[config.mk]
export PLATFORM = sky130hd
export DESIGN_NAME = imem_loader
export DESIGN_NICKNAME = d
export VERILOG_FILES = /design/src/rtl/imem_loader.sv
export SDC_FILE = /design/constraint.sdc
export NUM_CORES = 1
export LEC_CHECK = 0
export ABC_AREA = 1
export CORE_ASPECT_RATIO = 1.1
export CORE_MARGIN = 2
export CORE_UTILIZATION = 45
export CTS_CLUSTER_DIAMETER = 50
export DETAILED_ROUTE_END_ITERATION = 8
export PLACE_DENSITY = 0.68
export REMOVE_ABC_BUFFERS = 1
export SETUP_SLACK_MARGIN = 0.05
export SYNTH_ARGS = -nofsm -noshare
export SYNTH_HDL_FRONTEND = slang
export SYNTH_SLANG_ARGS = --single-unit
[constraint.sdc]
create_clock -name clk -period 2.75 [get_ports clk]
set_input_delay 0.55 -clock clk [delete_from_list [all_inputs] [get_ports clk]]
set_output_delay 0.55 -clock clk [all_outputs]
set_load 0.01 [all_outputs]
[src/rtl/imem_loader.sv]
// Boot-time instruction-memory loader: assembles a little-endian byte stream into words and writes them to imem.
// Optional trailing checksum is enabled with the IMEM_LOADER_CHECKSUM_EN macro.
module imem_loader #(
  parameter int          DEPTH     = 1024,
  parameter logic [31:0] BASE_ADDR = 32'h0000_0000
) (
  input  logic        clk,
  input  logic        rst,
  input  logic        in_valid,
  input  logic [7:0]  in_data,
  output logic        in_ready,
  output logic        mem_we,
  output logic [31:0] mem_addr,
  output logic [31:0] mem_wdata,
  output logic        loader_done,
  output logic        loader_err,
  output logic [31:0] words_loaded
);

  localparam logic [2:0] ST_HDR  = 3'd0;
  localparam logic [2:0] ST_DATA = 3'd1;
`ifdef IMEM_LOADER_CHECKSUM_EN
  localparam logic [2:0] ST_CSUM = 3'd2;
`endif
  localparam logic [2:0] ST_DONE = 3'd3;
  localparam logic [2:0] ST_ERR  = 3'd4;

  logic [2:0]  state;
  logic [1:0]  lane;
  logic [23:0] asm_bytes;
  logic [31:0] word_count;
`ifdef IMEM_LOADER_CHECKSUM_EN
  logic [31:0] sum;
`endif

  logic        accept;
  logic        last_byte;
  logic [31:0] word_full;

  // The 4th byte never lands in the assembly register; it completes the word directly.
  assign accept    = in_valid && in_ready;
  assign last_byte = (lane == 2'd3);
  assign word_full = {in_data, asm_bytes};
`ifdef IMEM_LOADER_CHECKSUM_EN
  assign in_ready  = (state == ST_HDR) || (state == ST_DATA) || (state == ST_CSUM);
`else
  assign in_ready  = (state == ST_HDR) || (state == ST_DATA);
`endif

  always_ff @(posedge clk or negedge rst) begin
    if (!rst) begin
      state        <= ST_HDR;
      lane         <= 2'd0;
      asm_bytes    <= 24'd0;
      word_count   <= 32'd0;
      mem_we       <= 1'b0;
      mem_addr     <= 32'd0;
      mem_wdata    <= 32'd0;
      loader_done  <= 1'b0;
      loader_err   <= 1'b0;
      words_loaded <= 32'd0;
`ifdef IMEM_LOADER_CHECKSUM_EN
      sum          <= 32'd0;
`endif
    end else begin
      mem_we <= 1'b0;
      // Entering DONE from DATA delays loader_done by a cycle so it trails the final write.
      if (state == ST_DONE) loader_done <= 1'b1;
      if (accept) begin
        lane <= lane + 2'd1;
        case (lane)
          2'd0:    asm_bytes[7:0]   <= in_data;
          2'd1:    asm_bytes[15:8]  <= in_data;
          2'd2:    asm_bytes[23:16] <= in_data;
          default: ;
        endcase
        if (last_byte) begin
          case (state)
            ST_HDR: begin
              if (word_full == 32'd0) begin
`ifdef IMEM_LOADER_CHECKSUM_EN
                state <= ST_CSUM;
`else
                state       <= ST_DONE;
                loader_done <= 1'b1;
`endif
              end else if (word_full > 32'(DEPTH)) begin
                state      <= ST_ERR;
                loader_err <= 1'b1;
              end else begin
                word_count <= word_full;
                state      <= ST_DATA;
              end
            end
            ST_DATA: begin
              mem_we       <= 1'b1;
              mem_addr     <= BASE_ADDR + {words_loaded[29:0], 2'b00};
              mem_wdata    <= word_full;
              words_loaded <= words_loaded + 32'd1;
`ifdef IMEM_LOADER_CHECKSUM_EN
              sum <= sum + word_full;
              if (words_loaded == word_count - 32'd1) state <= ST_CSUM;
`else
              if (words_loaded == word_count - 32'd1) state <= ST_DONE;
`endif
            end
`ifdef IMEM_LOADER_CHECKSUM_EN
            ST_CSUM: begin
              if (word_full == sum) begin
                state       <= ST_DONE;
                loader_done <= 1'b1;
              end else begin
                state      <= ST_ERR;
                loader_err <= 1'b1;
              end
            end
`endif
            default: ;
          endcase
        end
      end
    end
  end

endmodule
---- After elaboration in Yosys (flattened, before gate mapping) ----
Index checks and enable logic that the tools add are counted.
cells by class
  $add $sub $neg .......................... 3
  reduce and logical (&&, ||, !) cells .... 13
  equal/unequal tests ..................... 7
  $lt $le $gt $ge ......................... 1
  bitwise operators ....................... 2
  muxes and demuxes ....................... 12
operators with widths
  kind                     number
  $add A32 B1 Y32 const B  1
  $eq A32 B32 Y1           1
  $gt A32 B11 Y1 const B   1
  $logic_not A32 Y1        1
  $sub A32 B1 Y32 const B  1
  $reduce_and A5 Y1        2
  $mux W3                  3
  $mux W1                  8
  $pmux W3 S2              1
  $reduce_and A2 Y1        3
  $eq A2 B2 Y1 const B     2
  $reduce_and A4 Y1        1
  $eq A3 B1 Y1 const B     1
  $eq A3 B2 Y1 const B     1
  $logic_not A3 Y1         1
  $reduce_and A3 Y1        1
  $add A2 B1 Y2 const B    1
  $eq A2 B1 Y1 const B     1
  $logic_not A2 Y1         1
  $ne A2 B1 Y1 const B     1
  $not A1 Y1               2
  $reduce_bool A2 Y1       1
  $logic_and A1 B1 Y1      1
  $logic_or A1 B1 Y1       1
storage, ports and cells
  bits in registers ....................... 158
  input port bits ......................... 11
  output and inout bits ................... 100
  word-level logic and storage cells ...... 50

---- Longest topological paths before layout ----
Gate-level depths: netlist (run 1).
  depth after elaboration ................. 6
  gate-level depth with buffers ........... 18
  gate-level depth less buffers ........... 18

---- Worst setup path after synthesis (run 1) ----
No wires, ideal clock.
  kind .................................... reg-to-reg
  start ................................... reg word_count[0]
  end ..................................... reg state[1]
  data arrival time ....................... 1.820 ns
  slack ................................... 0.865 ns
  cell stages (with the launch flop) ...... 17
  period minus slack after synthesis ...... 1.885 ns
  setup time .............................. 0.065 ns
  buffers on the path ..................... 0
  data required time ...................... 2.685 ns
  cell sequence ........................... dfrtp_1 -> inv_1 -> ha_1 -> nand3_2 -> nor2_4 -> nand2_1 -> o21ai_1 -> nand2_1 -> nand2_1 -> nand2_1 -> nor2_1 -> nand2_1 -> nor2_1 -> nand2_1 -> nand2_1 -> nand3_1 -> nand2_1
between the ends
  word-level cells in the longest chain between the ends .. 4
ends and longest elaborated chain
  element                             RTL line  text
  from (decl)                         31        logic [31:0] word_count;
  from (signal assigned)              91        word_count <= word_full;
  $sub A32 B1 Y32                     104       if (words_loaded == word_count - 32'd1) state <= ST_DONE;
  $eq A32 B32 Y1                      104
  $ne A2 B1 Y1 (no source line)       n/a
  $reduce_and A4 Y1 (no source line)  n/a
  to (signal assigned)                88        state <= ST_ERR;
  to (signal assigned)                92        state <= ST_DATA;
  to (signal assigned)                104
  to (decl)                           28        logic [2:0] state;
No other way between the ends.
A chain may end at the register's enable or synchronous reset.

---- Worst setup path after layout (run 1) ----
Same ends and word-level chain as after synthesis.

==> results_dict.tcl, run 1 <==
set metrics [dict create \
    status "finished, final reports clean" \
    cp-start-kind "flop" \
    reg2reg_from "word_count[0]" \
    ys_top_cells_by_area "dfrtp_1, nand2_1, nor2_1" \
    synth_cells 967 \
    synth_common_cells "nand2_1, dfrtp_1, nor2_1, inv_1, o21ai_0" \
    grt_use_met2 0.370 \
    tritoncts "built" \
    first_global_vias 6414 \
    fp.coreArea_um2 17000 \
    p_leak_nw 4.82 \
    place_ws_ns 0.217 \
    firstDrtPassIters 7 \
    finalHoldViolCount 0 \
    cts.sinks 158 \
    cts_resized 0 \
    overflow 0 \
    synth_cell_types 32 \
    met3_usage 0.0611 \
    synth_area_leader_cell "dfrtp_1" \
    syn_area_um2 7740 \
    fin_crit_sh 0.874 \
    hpwl_mm 14.3 \
    clk_pin_slew_ns 0.07 \
    fmax_mhz 416 \
    timing.final.ws_setup_ns 0.348 \
    p_total_w 0.00485 \
    wl_per_cell_um 14.7 \
    io_pins 111 \
    htreeDepth 4 \
    setup_tns_ns 0 \
    crit_top_cell "nand2_1" \
    cts_buffers 17 \
    die_x_um 129 \
    setup_violations 0 \
    vias 6491 \
    grt_max_degree 70 \
    crit_required_ns 3.12 \
    grtUsageMet1 0.296 \
    critPathMaxFanout 11 \
    stdcell_count 1330 \
    drive_gt1_frac 0.0712 \
    drt_iter0_markers 444 \
    syn_to_final_growth_pct 26.1 \
    timing.rr.end "state[1]" \
    max_stage_delay_ns 0.42 \
    synth_top_area_frac 0.511 \
    r2r_cells 17 \
    post-synth-top-count-cell "nand2_1" \
    critPathArrivalTime_ns 2.77 \
    ant_nets 0 \
    grt.busiest_layer "met2" \
    start_util 0.456 \
    maxSlewHeadroom 0.562 \
    grt_use_total 0.229 \
    fp.dieH_um 142 \
    async_reset_ff_frac 1.00 \
    min_period_ns 2.40 \
    antennaDiodeCount 0 \
    final_util 0.575 \
    postCtsHoldBufs 0 \
    final_nets 1100 \
    seq_area_frac_synth 0.511 \
    num_rows 50 \
    gp_congestion 0.904 \
    clock_latency_ns 0.43 \
    clock_skew_ns 0.00918 \
    wl_mm 19.6 \
    vdd_drop_max_uv 467 \
    clockBufferDepth 2 \
    hold_class "input pin to async pin" \
    yosys_warnings 0 \
    grt_pass1_wl_mm 32.5 \
    critPathCaptureType "flop" \
    slowest_stage "nor2_2" \
    synth_area_per_cell_um2 8.00 \
    post_cts_buffers 0 \
    power_density_nw_per_um2 497 \
    ys_ff_latch 158 \
    drv_cap 0 \
    synth_edf_count 0 \
    die-area_um2 18300 \
    startpoint "word_count[0]" \
    clockRootBuffer "clkbuf_16" \
    r2r_setup_slack_ns 0.35 \
    antenna_found_initial 0 \
    rsz0062_at_grt "no" \
    post-route-drc-count 0 \
    tightest_slew_ns 0.658 \
    dp_cells 1298 \
    cp_cell_sequence "inv_1 -> nand2_1 -> nor2_2 -> nand2_1 -> nand2_1 -> nand2_1 -> inv_1 -> nand2_1 -> nor2_1 -> nand2_1 -> nor2_1 -> nand2_1 -> nor2_1 -> nand2_1 -> nand2_1 -> nand3_1 -> nand2_1" \
    finalMaxSlewViolations 0 \
    ys.flop_type "dfrtp_1" \
    via_per_inst 4.88 \
    port_buffers 108 \
    crit_type "flop to flop" \
]
cell usage in the layout (no fill, tap or decap), types with 7 or more instances in the layout:
cell             Yosys  routed
clkdlybuf4s50_1      0     107
xor2_1              40      40
nor3_1               9       9
xnor2_1             13      13
inv_2                7       7
nand3_1             33      33
o21ai_1              7       7
inv_1              105     105
dfrtp_1            158     158
o21ai_0             74      74
nor2_1             106     106
nand4_1             12      12
buf_4                3      11
clkbuf_16            0      17
nand2_1            321     321
nand3b_1             7       7
nor4_1               8       8
worst max-delay path, delay by kind of cell (launching register included):
kind / cells / cell delay (ns)
buf+inv: 2 / 0.18
flops: 1 / 0.39
simple gates: 15 / 1.75
kinds of logic (layout without fill, tap and decap cells):
kind of cell    count (synthesis)  after routing  synth area share
xor+xnor                       53             53            0.0600
compound gates                 89             89            0.0584
simple gates                  522            522             0.291
buf+inv                       138            266            0.0697
fa+ha+maj                       6              6           0.00970
flops                         158            158             0.511
other cells                     1              2          0.000485
through the flow:
step                      cell area, um2  hold slack, ns
final                               9760           0.100
after detailed placement            9140           0.464
after CTS                           9760           0.137
after global placement              9140           0.466
after floorplan                     7620           0.254
after global routing                9760           0.159
state kept, by name, summed over array words and instances (netlist names), 2 cells and up:
signal        flops
asm_bytes        24
lane              2
mem_addr         30
mem_wdata        32
state             3
word_count       32
words_loaded     32
how the worst max path moves through the flow:
stage                        to  slack (ns)
6_report               state[1]        0.35
5_1_grt                state[1]        0.09
4_1_cts                state[1]        0.39
3_5_place_dp   words_loaded[28]        0.22
3_3_place_gp   words_loaded[11]        0.26
2_1_floorplan     word_count[0]        0.33
per-layer routing:
metal	routed length, um	vias up
li1	-	3247
met1	8750	3032
met2	9250	171
met3	1100	41
met4	490	0
met5	0	-
cell type report:
type | instances | area [um2]
clock buffers | 19 | 453
clock inverters | 13 | 161
fillers | 1520 | 7200
inverters | 112 | 420
multi-input cells | 672 | 3250
flip-flops and latches | 158 | 3950
well taps | 234 | 293
repair buffers | 122 | 1220
power breakdown:
group | total [W] | internal [W] | switching [W]
Clock | 0.00245 | 0.00148 | 0.000971
Sequential | 0.00232 | 0.00232 | 0
Combinational | 0.0000785 | 0.0000209 | 0.0000576
No activity file was read; power rests on OpenSTA's default activity.
==> inputs of run 2 (changes only) <==
Settings changed: CORE_UTILIZATION 45 to 50, PLACE_DENSITY 0.68 to 0.74.
Clock period 2.75 ns to 2.9 ns, I/O delays scaled along.
==> run 2 against run 1 <==
Via count rose by 0.83%. Global-route usage rose by 2.9 points. Power fell by 5.4%. Setup slack improved by 0.23 ns. Sequential share of layout area rose by 0.48 points. Flip-flop and latch count did not move. Register-to-register slack improved by 0.23 ns. Largest power group unchanged.
==> results_dict.tcl, run 2 (same netlist as run 1, synthesis figures left out) <==
set metrics [dict create \
    largestRegisters "mem_wdata (32), word_count (32), words_loaded (32)" \
    cp.depth 17 \
    cp_cell_sequence "nor2_1 -> nand2_1 -> nor2_2 -> nand2_1 -> nand2_1 -> nand2_1 -> inv_1 -> nand2_1 -> nor2_1 -> nand2_1 -> nor2_1 -> nand2_1 -> nor2_1 -> nand2_1 -> nand2_1 -> nand3_1 -> nand2_1" \
    final_common_cell "nand2_1" \
    wl_mm 19.7 \
    wl_per_cell_um 15.3 \
    via_per_inst 5.09 \
    fp.dieH_um 134 \
    p_leak_nw 4.78 \
    fp.coreArea_um2 15100 \
    antennaDiodeCount 0 \
    vdd_drop_max_uv 383 \
    gp_congestion 0.880 \
    clock_skew_ns 0.0125 \
    r2r_cells 17 \
    final_nets 1094 \
    drive_gt1_frac 0.0633 \
    htreeDepth 4 \
    post-route-drc-count 0 \
    tritoncts "built" \
    postCtsHoldBufs 0 \
    fmax_mhz 430 \
    final_cell_mix "nand2_1, dfrtp_1, clkdlybuf4s50_1" \
    hold_class "input pin to async pin" \
    die_x_um 123 \
    hold_slack_ns 0.127 \
    port_buffers 108 \
    nFillCells 1276 \
    fin_crit_sh 0.802 \
    clock_latency_ns 0.43 \
    status "finished, final reports clean" \
    drv_cap 0 \
    critPathMaxFanout 11 \
    cp_top_family "simple AND/OR/NAND/NOR gates" \
    cp-start-kind "flop" \
    finalHoldViolCount 0 \
    slowest_stage "dfrtp_1" \
    tightest_slew_ns 0.575 \
    post_cts_buffers 0 \
    min_period_ns 2.33 \
    max_stage_delay_ns 0.41 \
    maxSlewHeadroom 0.617 \
    syn_to_final_growth_pct 24.6 \
    io_pins 111 \
    hpwl_mm 14.4 \
    crit_type "flop to flop" \
    cts_buffers 17 \
    num_rows 47 \
    overflow 0 \
    grt_use_total 0.258 \
    firstDrtPassIters 8 \
    rsz0062_at_grt "no" \
    clockRootBuffer "clkbuf_16" \
    grt_pass1_wl_mm 32.8 \
    critical_path_buf_inv_count 1 \
    clk_pin_slew_ns 0.06 \
    power_density_nw_per_um2 476 \
    drt_iter0_markers 424 \
    vias 6545 \
    grt_max_degree 64 \
    critPathArrivalTime_ns 2.69 \
    antenna_found_initial 0 \
    clockBufferDepth 2 \
    setup_violations 0 \
    crit_required_ns 3.27 \
    setup_tns_ns 0 \
    cts.sinks 158 \
    critPathCaptureType "flop" \
    finalMaxSlewViolations 0 \
    cts_resized 0 \
    first_global_vias 6489 \
    start_util 0.512 \
    die-area_um2 16500 \
    ant_nets 0 \
    crit_top_cell "nand2_1" \
]
run 2: layout make-up:
class / count / area, um2 / share of cell area
Inverter: 112 / 420 / 0.0436
Sequential cell: 158 / 3950 / 0.410
Clock buffer: 21 / 450 / 0.0467
Clock inverter: 11 / 155 / 0.0161
Tap cell: 196 / 245 / 0.0254
Timing Repair Buffer: 116 / 1170 / 0.121
Multi-Input combinational cell: 672 / 3250 / 0.337
run 2: worst paths after layout:
check,slack [ns],start,end
setup / recovery,0.57,word_count[3],state[1]
hold / removal,0.13,rst,words_loaded[8]
setup reg to reg,0.57,word_count[3],state[1]
hold reg to reg,0.48,mem_addr[30],mem_addr[30]
max in group asynchronous,1.96,rst,mem_wdata[17]
min in group clk,0.48,mem_addr[30],mem_addr[30]
run 2: power breakdown:
group | switching (W) | internal (W)
clock network | 0.000923 | 0.00139
registers | 0 | 0.00220
logic | 0.0000541 | 0.0000180
total | 0.000977 | 0.00361
run 2: metrics by stage:
step | instances | utilization | setup slack, ns | power, W | instance area (um2)
after global routing | 1286 | 0.638 | 0.241 | 0.00472 | 9640
final | 1286 | 0.638 | 0.574 | 0.00459 | 9640
after floorplan | 942 | - | 0.448 | 0.00225 | 7620
after global placement | 1254 | 0.598 | 0.302 | 0.00232 | 9040
after detailed placement | 1254 | 0.598 | 0.188 | 0.00232 | 9040
after CTS | 1286 | 0.638 | 0.560 | 0.00463 | 9640
run 2: per-layer routing:
layer,share of wire,vias to the layer above,routed length [um],GRT usage
met3,0.062,36,1210,0.0591
met4,0.023,0,450,0.0945
met5,0,-,0,0
met1,0.43,3089,8410,0.345
li1,-,3220,-,-
met2,0.49,200,9640,0.412
run 2: worst register-to-register path, delay by kind of cell, from the launching register on:
family / cells / cell delay (ns)
AND/OR/NAND/NOR: 16 / 1.82
flip-flops: 1 / 0.41
buffers and inverters: 1 / 0.05
==> inputs of run 3 (changes only) <==
Clock period 2.9 ns to 2.3 ns, I/O delays scaled along.
==> run 3 against run 2 <==
Design area grew 4.1%. Count of clock-buffer cells in the layout is the same. First-iteration DRC count shrank 17%. Combinational power grew 43%. Critical path depth shrank 1. Clock power grew 23%. Maximum frequency grew 11%. Sequential share of layout area shrank 1.6 points. Largest cell class unchanged. Power grew 25%. Non-clock buffer count grew 35.
==> results_dict.tcl, run 3 (same netlist as run 1, synthesis figures left out) <==
set metrics [dict create \
    overflow 0 \
    critPathMaxFanout 11 \
    clockPowerShare 0.496 \
    post-route-drc-count 0 \
    cts.sinks 158 \
    clockBufferDepth 2 \
    rsz0062_at_grt "no" \
    place_ws_ns -0.104 \
    via_per_inst 5.03 \
    final_common_cell "nand2_1" \
    stdcell_count 1321 \
    gp_congestion 0.908 \
    grt_use_total 0.254 \
    critPathCaptureType "flop" \
    die_x_um 123 \
    final_nets 1129 \
    fp.dieH_um 134 \
    maxSlewHeadroom 0.627 \
    htreeDepth 4 \
    crit_required_ns 2.67 \
    antenna_found_initial 0 \
    tightest_slew_ns 0.560 \
    crit_type "flop to flop" \
    antennaDiodeCount 0 \
    finalMaxSlewViolations 0 \
    cell_internal_pwr_w 0.00448 \
    min_period_ns 2.10 \
    drive_gt1_frac 0.113 \
    critPathArrivalTime_ns 2.47 \
    dp_cells 1282 \
    comb_power_share 0.018 \
    io_pins 111 \
    largestRegisters "mem_wdata (32), word_count (32), words_loaded (32)" \
    fmax_mhz 476 \
    grt_pass1_wl_mm 32.7 \
    clock_skew_ns 0.00896 \
    syn_to_final_growth_pct 29.7 \
    die-area_um2 16500 \
    switchingPower_w 0.00124 \
    firstDrtPassIters 5 \
    num_rows 47 \
    fin_crit_sh 0.914 \
    hpwl_mm 14.6 \
    power_density_nw_per_um2 570 \
    ant_nets 0 \
    finalHoldViolCount 0 \
    setup_violations 0 \
    power_frac_seq 0.486 \
    fp.coreArea_um2 15100 \
    first_global_vias 6562 \
    start_util 0.512 \
    wl_mm 19.7 \
    cp-start-kind "flop" \
    port_buffers 108 \
    hold_slack_ns 0.480 \
    drt_iter0_markers 353 \
    clock_latency_ns 0.43 \
    p_leak_nw 4.99 \
    nFillCells 1251 \
    grt_max_degree 61 \
    hold_class "flop to flop" \
    clk_pin_slew_ns 0.06 \
    status "finished, final reports clean" \
    p_sw_frac 0.216 \
    final_cell_mix "nand2_1, dfrtp_1, clkdlybuf4s50_1" \
    vias 6649 \
    vdd_drop_max_uv 488 \
    timing.final.ws_setup_ns 0.198 \
    tritoncts "built" \
    final_util 0.664 \
    cts_buffers 17 \
    wl_per_cell_um 14.9 \
    drv_cap 0 \
    clockRootBuffer "clkbuf_16" \
]
-- run 3: changes by cell type in the layout (fill, tap and decap cells not counted), moves of 2 or more --
cell,change
nor2_2,+10
nor2_4,+3
nor2_1,-13
buf_12,+3
nand2_1,-5
nand2_4,+2
o21ai_0,-2
nand2_2,+3
buf_4,+31
inv_1,-2
inv_2,+2
-- run 3: final timing paths --
kind / cells after the start / slack (ns) / end / start
max in group asynchronous: 3 / 1.12 / asm_bytes[16] / rst
hold reg to reg: 2 / 0.48 / mem_addr[16] / mem_addr[16]
min in group asynchronous: 2 / 0.54 / mem_addr[14] / rst
setup / recovery: 16 / 0.20 / state[1] / word_count[1]
hold / removal: 2 / 0.48 / mem_addr[16] / mem_addr[16]
setup reg to reg: 16 / 0.20 / state[1] / word_count[1]
-- run 3: stage by stage --
| stage | power [W] | instance area (um2) | setup TNS, ns |
|---|---|---|---|
| floorplan | 0.00284 | 7620 | -0.183 |
| global placement | 0.00294 | 9270 | -0.000248 |
| detailed placement | 0.00294 | 9270 | -0.501 |
| CTS | 0.00577 | 9880 | 0 |
| global route | 0.00590 | 10000 | 0 |
| finish | 0.00572 | 10000 | 0 |
-- run 3: timing repair --
| action | 4_1_cts | 5_1_grt |
|---|---|---|
| resized for setup | 1 | 32 |
| pin swaps | 1 | 5 |
| hold buffers | 1 | 0 |
| endpoints found under the hold margin | 44 | 0 |
| setup endpoints to repair | 1 | 2 |
| setup buffers | 1 | 5 |
-- run 3: worst max-delay path, stage by stage, from the launching register on --
cell and delay [ns]:
dfrtp_1 0.40, nor2_1 0.12, nand2_1 0.16, nor2_2 0.14, buf_4 0.18, nand2_1 0.13
o21ai_1 0.20, nand2_1 0.08, nand2_1 0.06, nand2_1 0.05, nor2_1 0.09, nand2_1 0.06
nor2_1 0.09, nand2_1 0.09, nand2_1 0.07, nand3_1 0.06, nand2_1 0.06
-- run 3: power groups by stage --
stage,logic (W),registers (W),clock network [W]
final,0.000103,0.00278,0.00284
after global routing,0.000119,0.00278,0.00300
after CTS,0.000107,0.00278,0.00289
after detailed placement,0.000106,0.00283,0
after global placement,0.000105,0.00283,0
after floorplan,0.00000891,0.00283,0
-- run 3: cell type report --
type	instances	area, um2	share of cell area
sequential	158	3950	0.394
clock buffer	21	460	0.0459
multi-input combinational	672	3350	0.334
inverter	112	420	0.0419
timing repair buffer	151	1470	0.147
clock inverter	11	130	0.0130
tap	196	245	0.0244
-- run 3: per-layer routing --
metal  vias up  wire, um  track usage
met5         -         0            0
met4         0       495       0.0894
met3        35      1070       0.0536
met2       183      9500        0.411
met1      3133      8650        0.338
li1       3298         -            -
